### config.mk
export PLATFORM = sky130hd
export DESIGN_NAME = alu_issue_ctrl_flat
export DESIGN_NICKNAME = d
export VERILOG_FILES = /design/src/rtl/alu_issue_ctrl_if.sv /design/src/rtl/alu_issue_ctrl.sv /design/src/flat_wrapper.sv
export SDC_FILE = /design/constraint.sdc
export NUM_CORES = 1
export LEC_CHECK = 0
export CAP_MARGIN = 20
export CORE_MARGIN = 4
export CORE_UTILIZATION = 35
export CTS_CLUSTER_SIZE = 14
export DETAILED_ROUTE_END_ITERATION = 8
export PLACE_DENSITY = 0.85
export SLEW_MARGIN = 20
export SYNTH_ARGS = -nofsm -noshare
export SYNTH_HDL_FRONTEND = slang
export SYNTH_SLANG_ARGS = --single-unit
export TNS_END_PERCENT = 5
### constraint.sdc
create_clock -name clk -period 1.3 [get_ports clk]
set_input_delay 0.26 -clock clk [delete_from_list [all_inputs] [get_ports clk]]
set_output_delay 0.26 -clock clk [all_outputs]
set_load 0.01 [all_outputs]
### src/rtl/alu_issue_ctrl_if.sv
// Decode-side issue handshake and downstream result handshake for alu_issue_ctrl.
// Optional res_illegal is present only when ALU_ISSUE_ILLEGAL_EN is defined.
`timescale 1ns/1ps
interface alu_issue_ctrl_if #(parameter int n = 32);
  logic         in_valid;
  logic         in_ready;
  logic [1:0]   in_aluop;
  logic [2:0]   in_funct3;
  logic         in_funct7b5;
  logic [n-1:0] in_a;
  logic [n-1:0] in_b;
  logic         res_valid;
  logic         res_ready;
  logic [n-1:0] res_data;
  logic         res_zero;
  logic         res_br_taken;
`ifdef ALU_ISSUE_ILLEGAL_EN
  logic         res_illegal;
`endif

  modport master (
    output in_valid, in_aluop, in_funct3, in_funct7b5, in_a, in_b, res_ready,
    input  in_ready, res_valid, res_data, res_zero, res_br_taken
`ifdef ALU_ISSUE_ILLEGAL_EN
    , input res_illegal
`endif
  );

  modport slave (
    input  in_valid, in_aluop, in_funct3, in_funct7b5, in_a, in_b, res_ready,
    output in_ready, res_valid, res_data, res_zero, res_br_taken
`ifdef ALU_ISSUE_ILLEGAL_EN
    , output res_illegal
`endif
  );
endinterface

### src/rtl/alu_issue_ctrl.sv
// ALU issue/decode stage: accept op, drive ALU one cycle, capture result, resolve BEQ/BNE.
// Latency: result valid one edge after the EXEC cycle; stalls while result unconsumed. Option: ALU_ISSUE_ILLEGAL_EN.
`timescale 1ns/1ps
module alu_issue_ctrl #(
  parameter int n = 32
) (
  input  logic         clk,
  input  logic         rst,
  alu_issue_ctrl_if.slave io,
  output logic [n-1:0] alu_a,
  output logic [n-1:0] alu_b,
  output logic [3:0]   alu_sel,
  input  logic [n-1:0] alu_out,
  input  logic         alu_zflag
);

  typedef enum logic [1:0] {IDLE, EXEC, DONE} state_t;

  state_t     state, state_nxt;
  logic       take;
  logic [3:0] dec_sel;
  logic       dec_illegal;
  logic       op_branch;
  logic [2:0] op_f3;
  logic       op_illegal;
  logic       br_taken;
  logic       res_zero_q;
  logic       res_br_q;
  logic [n-1:0] res_data_q;

  assign take = io.in_valid && io.in_ready;

  always_ff @(posedge clk) begin
    if (rst) state <= IDLE;
    else     state <= state_nxt;
  end

  always_comb begin
    state_nxt = state;
    case (state)
      IDLE: if (take) state_nxt = EXEC;
      EXEC: state_nxt = DONE;
      DONE: if (io.res_ready) state_nxt = io.in_valid ? EXEC : IDLE;
      default: state_nxt = IDLE;
    endcase
  end

  always_comb begin
    io.in_ready  = (state == IDLE) || (state == DONE && io.res_ready);
    io.res_valid = (state == DONE);
  end

  // Unlisted encodings fall through to 1111 so the ALU yields 0.
  always_comb begin
    dec_sel     = 4'b1111;
    dec_illegal = 1'b1;
    case (io.in_aluop)
      2'b00: begin dec_sel = 4'b0010; dec_illegal = 1'b0; end
      2'b01: begin
        dec_sel     = 4'b0110;
        dec_illegal = !(io.in_funct3 == 3'b000 || io.in_funct3 == 3'b001);
      end
      2'b10: begin
        case (io.in_funct3)
          3'b000:  begin dec_sel = io.in_funct7b5 ? 4'b0110 : 4'b0010; dec_illegal = 1'b0; end
          3'b111:  begin dec_sel = 4'b0000; dec_illegal = 1'b0; end
          3'b110:  begin dec_sel = 4'b0001; dec_illegal = 1'b0; end
          default: ;
        endcase
      end
      2'b11: begin
        case (io.in_funct3)
          3'b000:  begin dec_sel = 4'b0010; dec_illegal = 1'b0; end
          3'b111:  begin dec_sel = 4'b0000; dec_illegal = 1'b0; end
          3'b110:  begin dec_sel = 4'b0001; dec_illegal = 1'b0; end
          default: ;
        endcase
      end
    endcase
  end

  // Only funct3 000 (BEQ) and 001 (BNE) survive as legal branches.
  assign br_taken = op_branch && !op_illegal && (op_f3[0] ? !alu_zflag : alu_zflag);

  always_ff @(posedge clk) begin
    if (rst) begin
      alu_a      <= '0;
      alu_b      <= '0;
      alu_sel    <= 4'b1111;
      op_branch  <= 1'b0;
      op_f3      <= 3'b000;
      op_illegal <= 1'b0;
      res_data_q <= '0;
      res_zero_q <= 1'b0;
      res_br_q   <= 1'b0;
    end else begin
      if (take) begin
        alu_a      <= io.in_a;
        alu_b      <= io.in_b;
        alu_sel    <= dec_sel;
        op_branch  <= (io.in_aluop == 2'b01);
        op_f3      <= io.in_funct3;
        op_illegal <= dec_illegal;
      end
      if (state == EXEC) begin
        res_data_q <= alu_out;
        res_zero_q <= alu_zflag;
        res_br_q   <= br_taken;
      end
    end
  end

  assign io.res_data     = res_data_q;
  assign io.res_zero     = res_zero_q;
  assign io.res_br_taken = res_br_q;

`ifdef ALU_ISSUE_ILLEGAL_EN
  logic res_illegal_q;
  always_ff @(posedge clk) begin
    if (rst)                res_illegal_q <= 1'b0;
    else if (state == EXEC) res_illegal_q <= op_illegal;
  end
  assign io.res_illegal = res_illegal_q;
`endif

endmodule

### src/flat_wrapper.sv
// flat-port wrapper written by rule: the top's interface ports become plain ports
module alu_issue_ctrl_flat 
#(
  parameter int n = 32
)
  (clk, rst, alu_a, alu_b, alu_sel, alu_out, alu_zflag, io_in_valid, io_in_aluop, io_in_funct3, io_in_funct7b5, io_in_a, io_in_b, io_res_ready, io_in_ready, io_res_valid, io_res_data, io_res_zero, io_res_br_taken);
  alu_issue_ctrl_if #(.n(n)) io_i ();
  input  logic clk;
  input  logic rst;
  output logic [n-1:0] alu_a;
  output logic [n-1:0] alu_b;
  output logic [3:0] alu_sel;
  input  logic [n-1:0] alu_out;
  input  logic alu_zflag;
  input wire logic [$bits(io_i.in_valid)-1:0] io_in_valid;
  input wire logic [$bits(io_i.in_aluop)-1:0] io_in_aluop;
  input wire logic [$bits(io_i.in_funct3)-1:0] io_in_funct3;
  input wire logic [$bits(io_i.in_funct7b5)-1:0] io_in_funct7b5;
  input wire logic [$bits(io_i.in_a)-1:0] io_in_a;
  input wire logic [$bits(io_i.in_b)-1:0] io_in_b;
  input wire logic [$bits(io_i.res_ready)-1:0] io_res_ready;
  output wire logic [$bits(io_i.in_ready)-1:0] io_in_ready;
  output wire logic [$bits(io_i.res_valid)-1:0] io_res_valid;
  output wire logic [$bits(io_i.res_data)-1:0] io_res_data;
  output wire logic [$bits(io_i.res_zero)-1:0] io_res_zero;
  output wire logic [$bits(io_i.res_br_taken)-1:0] io_res_br_taken;
  assign io_i.in_valid = io_in_valid;
  assign io_i.in_aluop = io_in_aluop;
  assign io_i.in_funct3 = io_in_funct3;
  assign io_i.in_funct7b5 = io_in_funct7b5;
  assign io_i.in_a = io_in_a;
  assign io_i.in_b = io_in_b;
  assign io_i.res_ready = io_res_ready;
  assign io_in_ready = io_i.in_ready;
  assign io_res_valid = io_i.res_valid;
  assign io_res_data = io_i.res_data;
  assign io_res_zero = io_i.res_zero;
  assign io_res_br_taken = io_i.res_br_taken;
  alu_issue_ctrl #(.n(n)) u_core (.clk(clk), .rst(rst), .io(io_i), .alu_a(alu_a), .alu_b(alu_b), .alu_sel(alu_sel), .alu_out(alu_out), .alu_zflag(alu_zflag));
endmodule
# == Word level (Yosys, flattened, before mapping) ==
# Index checks and enable logic that the tools add are counted.
# op_classes
muxes,11
bitwise_logic,0
mul,0
addsub,0
div,0
n_eq_ne,10
n_lt_le_gt_ge,0
n_reduce_logical,15
shifts,0
# ops
operator,count
4-bit case mux with 3 select lines,2
4-bit case mux with 4 select lines,1
2-bit == test (second input constant),3
3-bit == test (second input constant),2
2-bit case mux with 3 select lines,1
2-bit by 1-bit == test with 1-bit output (second input constant),2
1-bit logical AND,4
2-bit zero test,2
2-bit two-way mux,2
3-bit by 1-bit == test with 1-bit output (second input constant),1
1-bit zero test,3
3-bit zero test,1
1-bit two-way mux,3
3-bit two-way mux,1
1-bit case mux with 3 select lines,1
3-bit OR reduction,1
1-bit logical OR,2
2-bit by 1-bit inequality test with 1-bit output (second input constant),1
2-bit inequality test (second input constant),1
2-bit AND reduction,1
2-bit OR reduction,1
# word_totals
ff_bits,107
latch_bits,0
rom_bits,0
in_bits,107
ramBits,0
out_inout_bits,104
memories,0
wordCells,46

# == Depth between registers and ports, before layout ==
# depth
ltp_word,6
ltp_mapped,7
mapped_depth_nobuf,4

# == Least setup slack after synthesis ==
# Ideal clock, no wire load.
# synth_path
path_type,register -> register
from,register u_core.state[0]
to,register u_core.alu_sel[0]
t_required_ns,1.178
stages_incl_launch_ff,6
synth_period_minus_slack_ns,1.266
arrival_ns,1.144
path_buffers,1
slack_ns,0.034
setup_time_ns,0.122
cell_sequence,dfxtp_1 > nor2b_1 > and2_1 > buf_4 > and3_1 > a221o_1
# synth_between
elab_chain_cells,4
elab_cells_between_ends,5
classes_between,eq/ne: 1; reduce/logical: 4
# synth_lines
item,line,text
start: declaration,alu_issue_ctrl.sv:19,"state_t state, state_nxt;"
start signal: assignment,alu_issue_ctrl.sv:35,else state <= state_nxt;
2-bit == test,alu_issue_ctrl.sv:49,io.in_ready = (state == IDLE) || (state == DONE && io.res_ready);
1-bit logical AND,alu_issue_ctrl.sv:49,
1-bit logical OR (*),alu_issue_ctrl.sv:49,
1-bit logical AND (*),alu_issue_ctrl.sv:31,assign take = io.in_valid && io.in_ready;
end signal: assignment,alu_issue_ctrl.sv:100,alu_sel <= dec_sel;
end: declaration,alu_issue_ctrl.sv:12,"output logic [3:0] alu_sel,"
# Every way passes the cells marked *; elsewhere a longest branch is shown, timed or not.
# A chain may end at the register's enable or synchronous reset.

# == Worst setup path after layout ==
# layout_path
from,register u_core.state[1]
to,output port io_in_ready
# layout_between
elab_chain_cells,3
elab_cells_between_ends,4
classes_between,eq/ne: 1; reduce/logical: 3
# layout_lines
item,line,text
2-bit == test,alu_issue_ctrl.sv:49,
1-bit logical AND,alu_issue_ctrl.sv:49,
1-bit logical OR (*),alu_issue_ctrl.sv:49,
end: declaration,flat_wrapper.sv:22,output wire logic [$bits(io_i.in_ready)-1:0] io_in_ready;
# Marked as above.

==> flow_summary.json <==
{
  "outcome": "finished with violations",
  "violations": "setup timing",
  "cp_data_required_time_ns": 1.04,
  "fillers": 924,
  "tightest_slew_ns": 0.340,
  "ys_seq_area_share_pct": 56.7,
  "regArea_sq_um": 2150,
  "path_class": "flip-flop to primary output",
  "synthesis.area_sq_um": 3780,
  "io_buffers": 210,
  "clk_pin_slew_ns": 0.10,
  "drt-total-wl_microns": 12300,
  "crit_slowest_cell": "dfxtp_4",
  "setup.worst_path.start_class": "flip-flop",
  "min_from": "rst",
  "timing.rr.end": "u_core.alu_sel[0]",
  "synth_top_area_share_pct": 56.7,
  "finalHoldViolCount": 0,
  "fin_worst_skew_ns": 0.0140,
  "holdPathStages": 2,
  "finalInstanceArea_sq_um": 6380,
  "slowest_delay_ns": 0.37,
  "irDropWorstVdd_uv": 563,
  "combPwrFrac_pct": 19.0,
  "worstPathCellList": "nand2b_4 > nor2b_1 > buf_2",
  "grt_pass1_vias": 3851,
  "synth.most_common_cell": "nand2_1",
  "rr_startpoint": "u_core.state[1]",
  "syn_inst": 475,
  "p_switching_mw": 1.83,
  "final.period_utilization_pct": 104,
  "grt_overflow": 0,
  "cp.arrival_ns": 1.09,
  "grtUsageTotal_pct": 18.1,
  "yosys_warnings": 0,
  "antenna_found_initial": 0,
  "grt_use_met2_pct": 31.7,
  "clock_latency_ns": 0.37,
  "final_core_util_pct": 61.2,
  "gp_congestion": 0.874,
  "synth_top_area_cell": "dfxtp_1",
  "viasPerCell": 4.69,
  "die_w_microns": 112,
  "critical_path.endpoint_type": "primary output",
  "min_period_ns": 1.35,
  "finalNonFillerCells": 829,
  "place_area_sq_um": 6100,
  "hp-class": "input pin to flip-flop",
  "core_area_sq_um": 10400,
  "p_seq_share_pct": 50.7,
  "min_to": "u_core.io.res_data[3]",
  "yosys-top-cells-count": "205 x nand2_1, 107 x dfxtp_1, 103 x a21oi_1",
  "synthTopCellsByArea": "dfxtp_1 57%, nand2_1 20%, a21oi_1 14%",
  "rsz0062_at_grt": "yes",
  "worstPathMaxFanout": 4,
  "drtAntennaViolNets": 0,
  "clock.fmax_ghz": 0.743,
  "p_int_mw": 5.20,
  "place_inst": 807,
  "post-place-ws_ns": -0.712,
  "start_util_pct": 36.3,
  "fin_ws_ns": -0.0468,
  "setup_viol": 3,
  "antennaDiodeCount": 0,
  "layout-drive-gt1-share_pct": 8.95,
  "maxCapViolCount": 0,
  "initialDrtViolationCount": 222,
  "synth.net_count": 582,
  "fin_nets": 795,
  "grt_pass1_wl_microns": 18700,
  "p_per_area_nw_per_um2": 1100,
  "multi_input_area_sq_um": 1510,
  "switching_share_pct": 26.0,
  "cts-root-buf": "clkbuf_8",
  "grt_max_degree": 44,
  "met1_usage_pct": 20.9,
  "r2r_cells": 5,
  "p_leak_nw": 2.73,
  "drt-wirelength-per-cell_microns": 14.8,
  "reg2reg_setup_slack_ns": -0.03,
  "top_usage_layer": "met2",
  "yosys.cell_types.count": 24,
  "synth_flop_cell": "dfxtp_1",
  "design.die.area_sq_um": 12500,
  "finalPower_mw": 7.03,
  "cts_buffers": 9,
  "rows": 37,
  "first_pass_iters": 4,
  "cts_hold_buffers": 0,
  "h-tree-depth": 3,
  "clock_path_buffers": 2,
  "ys_ff_latch": 107,
  "dp_hpwl_microns": 8630,
  "tritoncts": "done",
  "cts.sinks": 107,
  "max_slew_margin_pct": 77.4,
  "num_io_pins": 211,
  "syn_to_final_growth_pct": 68.7,
  "syn_area_per_cell_sq_um": 7.96,
  "drc": 0,
  "synth-edff-count": 0,
  "vias": 3888,
  "die_h_microns": 112,
  "finalMaxSlewViolations": 0,
  "async_flop_share_pct": 0,
  "grt_use_met3_pct": 5.11,
  "p_clk_share_pct": 30.3
}
state kept, by name, summed over array words and instances, names as in the netlist:
name	count
u_core.alu_a	32
u_core.alu_b	32
u_core.io.res_data	32
u_core.alu_sel	4
u_core.state	2
u_core.io.res_br_taken	1
u_core.io.res_zero	1
u_core.op_branch	1
u_core.op_f3	1
u_core.op_illegal	1
layout by cell type (no fill, tap or decap), drive strengths merged:
cell           count
a21oi            103
a221o              1
a31oi              1
and2               2
and3               1
buf               26
bufinv             1
clkbuf            17
clkdlybuf4s15     28
clkdlybuf4s50    104
clkinv             2
clkinvlp           1
dfxtp            107
dlygate4sd2       72
inv                1
nand2            205
nand2b             3
nand3              2
nand3b             1
nand4              1
nand4b             1
nor2               2
nor2b              6
nor3               1
o211ai             1
o31ai              1
or3                1
xor2               1
through the flow:
stage               hold slack [ns]  TNS (ns)
detailed placement            0.446    -41.64
global placement              0.441    -38.81
global route                  0.278    -0.420
finish                        0.299    -0.112
floorplan                     0.396         0
CTS                           0.272    -0.237
worst max path at each step:
stage,cells after the start,endpoint,start
6_report,3,io_in_ready,u_core.state[1]
3_5_place_dp,6,u_core.alu_a[21],io_in_valid
2_1_floorplan,5,u_core.alu_sel[0],u_core.state[0]
4_1_cts,3,io_res_valid,u_core.state[0]
5_1_grt,3,io_in_ready,u_core.state[1]
3_3_place_gp,6,u_core.alu_b[30],io_in_valid
layout make-up:
class / count / share of cell area [%]
Multi-Input combinational cell: 334 / 23.7
Sequential cell: 107 / 33.7
Clock inverter: 5 / 0.942
Clock buffer: 11 / 2.37
Timing Repair Buffer: 236 / 36.6
Tap cell: 136 / 2.67
power by group through the flow:
| stage | Combinational [mW] | Clock [mW] | Sequential (mW) |
|---|---|---|---|
| 4_1_cts | 1.27 | 2.20 | 3.56 |
| 6_report | 1.34 | 2.13 | 3.56 |
| 2_1_floorplan | 0.426 | 0 | 3.72 |
| 3_5_place_dp | 1.37 | 0 | 3.64 |
| 3_3_place_gp | 1.34 | 0 | 3.63 |
| 5_1_grt | 1.44 | 2.34 | 3.59 |
per-layer routing:
layer,wire length (microns),vias up
li1,-,1953
met4,230,0
met2,6060,136
met3,890,17
met5,0,-
met1,5110,1782
what timing repair did:
item	in CTS	in global routing
endpoints found under the setup margin	175	94
setup buffers	2	0
pin swaps	2	1
gates cloned	1	3
gates resized for setup	123	43
cell families after synthesis:
group | count (synthesis) | share of synthesized area (%)
xor+xnor | 1 | 0.232
buf+inv | 35 | 5.00
simple gates | 225 | 23.7
compound gates | 107 | 14.5
flops | 107 | 56.7
worst max-delay path, delay by kind of cell, from the launching register on:
kind | cells | cell delay (ns)
buffers and inverters | 1 | 0.15
flip-flops | 1 | 0.37
AND/OR/NAND/NOR | 2 | 0.22
No activity file was read; power rests on OpenSTA's default activity.
